--- config.mk ---
export PLATFORM = sky130hd
export DESIGN_NAME = xnor_corr_detect
export DESIGN_NICKNAME = d
export VERILOG_FILES = /design/src/rtl/xnor_corr_detect.sv
export SDC_FILE = /design/constraint.sdc
export NUM_CORES = 1
export LEC_CHECK = 0
export ABC_AREA = 0
export CORE_MARGIN = 2
export CORE_UTILIZATION = 26
export CTS_BUF_LIST = sky130_fd_sc_hd__clkbuf_4 sky130_fd_sc_hd__clkbuf_8
export CTS_CLUSTER_SIZE = 25
export DETAILED_ROUTE_END_ITERATION = 8
export REMOVE_ABC_BUFFERS = 1
export SLEW_MARGIN = 20
export SYNTH_ARGS = -nofsm -noshare
export SYNTH_HDL_FRONTEND = slang
export SYNTH_SLANG_ARGS = --single-unit
export TNS_END_PERCENT = 50
--- constraint.sdc ---
create_clock -name clk -period 8.65 [get_ports clk]
set_input_delay 2.595 -clock clk [delete_from_list [all_inputs] [get_ports clk]]
set_output_delay 2.595 -clock clk [all_outputs]
set_load 0.03 [all_outputs]
--- src/rtl/xnor_corr_detect.sv ---
// xnor_corr_detect: serial bit-stream correlator.
//   Shifts in_bit into an N-bit window (bit 0 newest), XNORs the window against
//   pattern, counts matching bits and flags hit when the count >= threshold.
//   Three-edge pipeline: shift -> xnor -> popcount/compare. Keeps a saturating
//   16-bit hit counter.
// Ports:
//   clk, rst_n (sync, active-low), in_valid/in_bit (serial input),
//   pattern [N-1:0], threshold [CW-1:0], clear (sync stream restart),
//   out_valid (1-cycle strobe), match_count [CW-1:0], hit, hit_count [15:0].
module xnor_corr_detect #(
  parameter int N  = 8,
  parameter int CW = $clog2(N + 1)
) (
  input  logic          clk,
  input  logic          rst_n,
  input  logic          in_valid,
  input  logic          in_bit,
  input  logic [N-1:0]  pattern,
  input  logic [CW-1:0] threshold,
  input  logic          clear,
  output logic          out_valid,
  output logic [CW-1:0] match_count,
  output logic          hit,
  output logic [15:0]   hit_count
);

  localparam int FW = $clog2(N + 1);

  logic [N-1:0]  window_q, window_d;
  logic [FW-1:0] fill_q, fill_d;
  logic          s1_valid_q, s1_valid_d;
  logic [N-1:0]  xnor_q, xnor_d;
  logic [CW-1:0] thr_q, thr_d;
  logic          s2_valid_q, s2_valid_d;
  logic          out_valid_q, out_valid_d;
  logic [CW-1:0] match_q, match_d;
  logic          hit_q, hit_d;
  logic [15:0]   hit_count_q, hit_count_d;
  logic [CW-1:0] pop;

  always_comb begin
    pop = '0;
    for (int unsigned i = 0; i < N; i++) begin
      pop = pop + CW'(xnor_q[i]);
    end
  end

  always_comb begin
    window_d    = window_q;
    fill_d      = fill_q;
    s1_valid_d  = 1'b0;
    xnor_d      = ~(window_q ^ pattern);
    thr_d       = threshold;
    s2_valid_d  = s1_valid_q;
    out_valid_d = s2_valid_q;
    match_d     = match_q;
    hit_d       = hit_q;
    hit_count_d = hit_count_q;

    if (in_valid) begin
      window_d = {window_q[N-2:0], in_bit};
      if (fill_q != FW'(N)) begin
        fill_d = fill_q + FW'(1);
      end
      s1_valid_d = (fill_d == FW'(N));
    end

    // threshold is captured alongside xnor so each result uses stage-2 values
    if (s2_valid_q) begin
      match_d = pop;
      hit_d   = (pop >= thr_q);
      if (hit_d && (hit_count_q != '1)) begin
        hit_count_d = hit_count_q + 16'd1;
      end
    end

    if (clear) begin
      window_d    = '0;
      fill_d      = '0;
      s1_valid_d  = 1'b0;
      s2_valid_d  = 1'b0;
      out_valid_d = 1'b0;
      match_d     = '0;
      hit_d       = 1'b0;
      hit_count_d = '0;
    end
  end

  always_ff @(posedge clk) begin
    if (!rst_n) begin
      window_q    <= '0;
      fill_q      <= '0;
      s1_valid_q  <= 1'b0;
      xnor_q      <= '0;
      thr_q       <= '0;
      s2_valid_q  <= 1'b0;
      out_valid_q <= 1'b0;
      match_q     <= '0;
      hit_q       <= 1'b0;
      hit_count_q <= '0;
    end else begin
      window_q    <= window_d;
      fill_q      <= fill_d;
      s1_valid_q  <= s1_valid_d;
      xnor_q      <= xnor_d;
      thr_q       <= thr_d;
      s2_valid_q  <= s2_valid_d;
      out_valid_q <= out_valid_d;
      match_q     <= match_d;
      hit_q       <= hit_d;
      hit_count_q <= hit_count_d;
    end
  end

  assign out_valid   = out_valid_q;
  assign match_count = match_q;
  assign hit         = hit_q;
  assign hit_count   = hit_count_q;

endmodule

**Yosys cells after proc, flatten, opt, wreduce, memory -nomap -nowiden**

Index checks and enable logic that the tools add are counted.

- Flip-flop bits (word level): 48
- Output and inout bits: 22
- Logic and storage cells: 33

- Add/sub/neg operators: 9
- Order comparisons: 1
- Eq/ne operators: 3
- Mux-type cells: 2
- Bitwise gates (word level): 4
- Reduce and logical (&&, ||, !) cells: 4

Operators with widths:

| cell | number |
|---|---|
| 16-bit by 1-bit adder with 16-bit output (second input constant) | 1 |
| 4-bit by 1-bit adder with 4-bit output | 4 |
| 16-bit != test (second input constant) | 1 |
| 4-bit 2-to-1 mux | 2 |
| 8-bit inverter | 1 |
| 8-bit XOR | 1 |
| 3-bit by 1-bit adder with 4-bit output | 1 |
| 4-bit by 1-bit adder with 4-bit output (second input constant) | 1 |
| 4-bit equality test (second input constant) | 1 |
| 4-bit >= comparator | 1 |
| 4-bit != test (second input constant) | 1 |
| 2-bit by 1-bit adder with 3-bit output | 1 |
| 3-bit OR reduction | 1 |
| 1-bit by 1-bit adder with 2-bit output | 1 |
| 1-bit inverter | 2 |
| 2-bit AND reduction | 1 |
| 2-bit OR reduction | 1 |
| 1-bit logical AND | 1 |

**Logic depth before layout (Yosys ltp)**

- Depth in word-level cells: 10
- Mapped depth: 15

**Least setup slack after synthesis**

Ideal clock, no wire load.

- Path type: reg2reg
- From: register xnor_q[0]
- To: register hit_count_q[15], in the netlist hit_count[15]
- Library setup time: 0.071 ns
- Arrival: 3.988 ns
- Path slack: 4.592 ns
- Stages on the path, launching flop included: 15
- Path buffers: 0
- Cell sequence: dfxtp_1 > inv_1 > fa_1 > fa_1 > fa_1 > inv_1 > ha_1 > fa_1 > xor2_1 > ha_1 > o21a_1 > o21ai_0 > or4_4 > or3_1 > a21oi_1

- Word-level cells in the longest chain between the ends: 10

Ends and longest elaborated chain:

| item | RTL line | source |
|---|---|---|
| from (decl) | 32 | `logic [N-1:0] xnor_q, xnor_d;` |
| from (signal assigned) | 105 | `xnor_q <= xnor_d;` |
| 1-bit by 1-bit adder with 2-bit output | 44 | `pop = pop + CW'(xnor_q[i]);` |
| 2-bit by 1-bit adder with 3-bit output | 44 |  |
| 3-bit by 1-bit adder with 4-bit output | 44 |  |
| 4-bit by 1-bit adder with 4-bit output (4 in a row) | 44 |  |
| via pop[2] | 39 | `logic [CW-1:0] pop;` |
| 4-bit >= comparator | 71 | `hit_d = (pop >= thr_q);` |
| 1-bit logical AND | 72 | `if (hit_d && (hit_count_q != '1)) begin` |
| 2-bit AND reduction (no line) | -- |  |
| to (signal assigned) | 111 | `hit_count_q <= hit_count_d;` |
| to (decl) | 38 | `logic [15:0] hit_count_q, hit_count_d;` |

The timed path passes the listed nets, and every way through them passes these cells.
A chain may end at the register's enable or synchronous reset.

**Worst setup path in the final report**

Ends and elaborated chain as after synthesis.

==> impl_results.md <==
- Result of the run: finished, final reports clean
- Clock Skews: between 5 and 6 ps
- First drt pass iteration count: 4
- Number of warnings reported in the yosys synthesis log: 0
- Global-route total usage across every layer: 9.467%
- DRC: 0
- Half-perimeter wire length of the detailed placement result: 3.420 mm
- Nets: 309
- Mux share of post-synthesis cell area: around 6.3%
- Final weighted congestion in routability-driven placement: ~0.8
- Tightest Pin Transition: slightly below 700 ps
- Largest cells by area after synthesis: dfxtp_1 (43%), xnor2_1 (7.0%), mux2i_1 (5.8%)
- Num Clock Sinks: 48
- Width of the die: 96.81 um
- Commonest cells in the synthesized netlist: dfxtp_1 (48), nor2_1 (32), inv_1 (18), xnor2_1 (18), and2_1 (14)
- Initial antenna violation count: 0
- Register bit total from synthesis: 48
- Via count: roughly 1,700
- Critical path startpoint category: register
- Maximum Capacitance Violations: 0
- Cell taking the most area after synthesis: dfxtp_1
- Number of cells produced by synthesis: 242
- Synthesized-area fraction occupied by xor and xnor cells: 8.212%
- Static leakage: 1.057 nW
- Total Power Consumption: 506.1 uW
- Cell with the most instances after synthesis: dfxtp_1
- Dominant synthesized flop cell: dfxtp_1
- Avg Inst Size Synth: 9.255 sq um
- Global-route wire length before repair: between 7 and 8 mm
- Congestion Overflow GR: 0
- Post-DR vias/cell: 4.456
- Setup repair after global routing missed its margin: false
- Share of synthesized cell area in and, or, nand and nor gates: between 20 and 25%
- Post-route fraction of the period consumed by the critical path: 50.63%
- Share of layout cells above drive strength 1: 5.735%
- Count of final hold-check violations: 0
- PortBufs: 38
- Count of flip-flops with a built-in enable after synthesis: 0
- DRT iter0 DRCs: 58
- Critical setup path kind: reg2reg
- Maximum clock frequency: 0.2284 GHz
- Main combinational cell family by area after synthesis: simple AND/OR/NAND/NOR gates
- Root buffer selected by CTS: clkbuf_8
- Number of routed nets with antenna violations: 0
- Synth-to-layout area growth: 28.71%
- Average detailed-routed wire length per instance: 11.65 um
- # diodes: 0
- Number of clock buffers inserted by TritonCTS: 5
- Setup Fix Bufs, Post-CTS: 0
- Worst min-delay path class: reg2reg
- Post-CTS Hold Fix Bufs: 0
- Power per Cell Area: 175.6 nW/um^2
- Number of placed instances, taps included: 376
- CTS H-Tree Depth: 2
- Final slew viol count: 0
- Vias in the first global route: 1,553
- Effective utilization at floorplan: a little over a quarter
- TritonCTS clock tree: done
- Post-synth top area share: 42.91%
- Die ar.: 9372 sq um
- Clk_lat worst skew: ~300 ps
- Post-synthesis async set-or-reset flop share: 0%
- Post-synthesis share of cell area spent on full adders, half adders and majority gates: 9.162%
- Sequential-to-total area share from yosys stat: 42.91%
- Final standard cell count with taps included and fillers excluded: 384
- Relative slew slack: about 54%
- Crit path DAT: 4610 ps
- Worst supply voltage drop on vdd: 75.59 uV
- Final setup violation count: 0
- Std-Cell Rows: 33
- Core region area: slightly above 8000 sq um
- Final Routed Wirelength: 4.474 mm
- Area of the mapped netlist: around 2200 sq um
- Compound-gate portion of the synthesized area: 4.749%
- Critical Path End Type: register
- Maximum fanout count along the critical path: 13
- Fin crit period: between 4000 and 5000 ps
- CTS max path bufs: 2
- Yosys cell types: 35
- Number of gates resized after cts: 0
- Accumulated negative setup slack: 0 ps
- IO Pins: 39
- Worst Path Required: 8880 ps
- Clock transition time at the flip-flop clock pins of the worst setup and hold paths: 90 ps
- Die Y: 96.81 um
- Maximum number of pins on one net before global-route repair: 22
-- path summary, 6_finish.rpt --
path / start / to / slack (ps) / cells past startpoint
min reg2reg: s1_valid_q / s2_valid_q / 440 / 1
max: xnor_q[0] / hit_count[15] / 4270 / 15
max reg2reg: xnor_q[0] / hit_count[15] / 4270 / 15
min: s1_valid_q / s2_valid_q / 440 / 1
-- per-stage QoR --
stage                     worst slack [ps]  instance area (sq um)  hold slack [ps]  util, %
final                                 4271                   2883            437.8    34.74
after global routing                  4060                   2883            479.7    34.74
after CTS                             4233                   2883            447.6    34.74
after detailed placement              4223                   2724            422.9    32.82
after global placement                4262                   2724            411.1    32.82
after floorplan                       4020                   2185            405.7        -
-- kinds of logic after synthesis --
family,Yosys count
compound gates,18
xor+xnor,21
fa+ha+maj,14
buf+inv,30
flops,48
mux,14
simple gates,97
-- critical path: stages, from the launching register on --
cell and delay, ps:
dfxtp_1 310, inv_1 50, fa_1 540, fa_1 430, fa_1 490, inv_1 40
ha_1 200, fa_1 390, xor2_1 220, ha_1 230, o21a_1 130, o21ai_0 60
buf_4 200, or4_4 520, or3_1 360, a21oi_1 130
-- where the power goes --
part / internal (mW) / switching, mW / leakage [nW] / total, mW
registers: 0.224 / 0.00141 / 0.390 / 0.226
logic: 0.0296 / 0.0335 / 0.588 / 0.0631
clock network: 0.144 / 0.0728 / 0.0784 / 0.217
-- layout make-up --
cell class                 instances  area (sq um)
inverter                          18         67.56
timing repair buffer              41         402.9
clock inverter                     3         90.09
clock buffer                       5         68.82
tap                              105         131.4
multi-input combinational        164          1161
sequential                        48         960.9
fill                             850          5416
-- placed cells by master, fill, tap and decap left out, types with 2 or more instances in the layout --
cell type / Yosys / layout
nor3_1: 4 / 4
clkdlybuf4s50_1: 0 / 38
bufinv_16: 0 / 3
nand3_1: 9 / 9
nand2_1: 6 / 6
and2_1: 14 / 14
nor2_1: 32 / 32
xor2_1: 3 / 3
o21ai_0: 5 / 5
ha_1: 10 / 10
inv_1: 18 / 18
mux2i_1: 13 / 13
and4_1: 3 / 3
a21oi_1: 9 / 9
nand2b_1: 2 / 2
nor2b_1: 2 / 2
dfxtp_1: 48 / 48
nor4_1: 9 / 9
or3_1: 4 / 4
clkbuf_8: 0 / 5
and3_1: 2 / 2
buf_4: 0 / 3
xnor2_1: 18 / 18
fa_1: 4 / 4
nand4_1: 5 / 5
-- per-layer routing --
metal	share of wire (%)	vias up	GRT usage, %
met5	0	-	0
met4	1.7	0	3.792
met3	4.4	9	2.673
li1	-	881	-
met2	50	32	15.76
met1	44	789	11.51
-- state kept, by name (all words and copies together) (netlist names) --
| register | count |
|---|---|
| hit_count | 16 |
| match_count | 4 |
| s2_valid_q | 1 |
| thr_q | 4 |
| s1_valid_q | 1 |
| xnor_q | 8 |
| fill_q | 4 |
| out_valid | 1 |
| hit | 1 |
| window_q | 8 |
(Power assumes the default switching activity.)
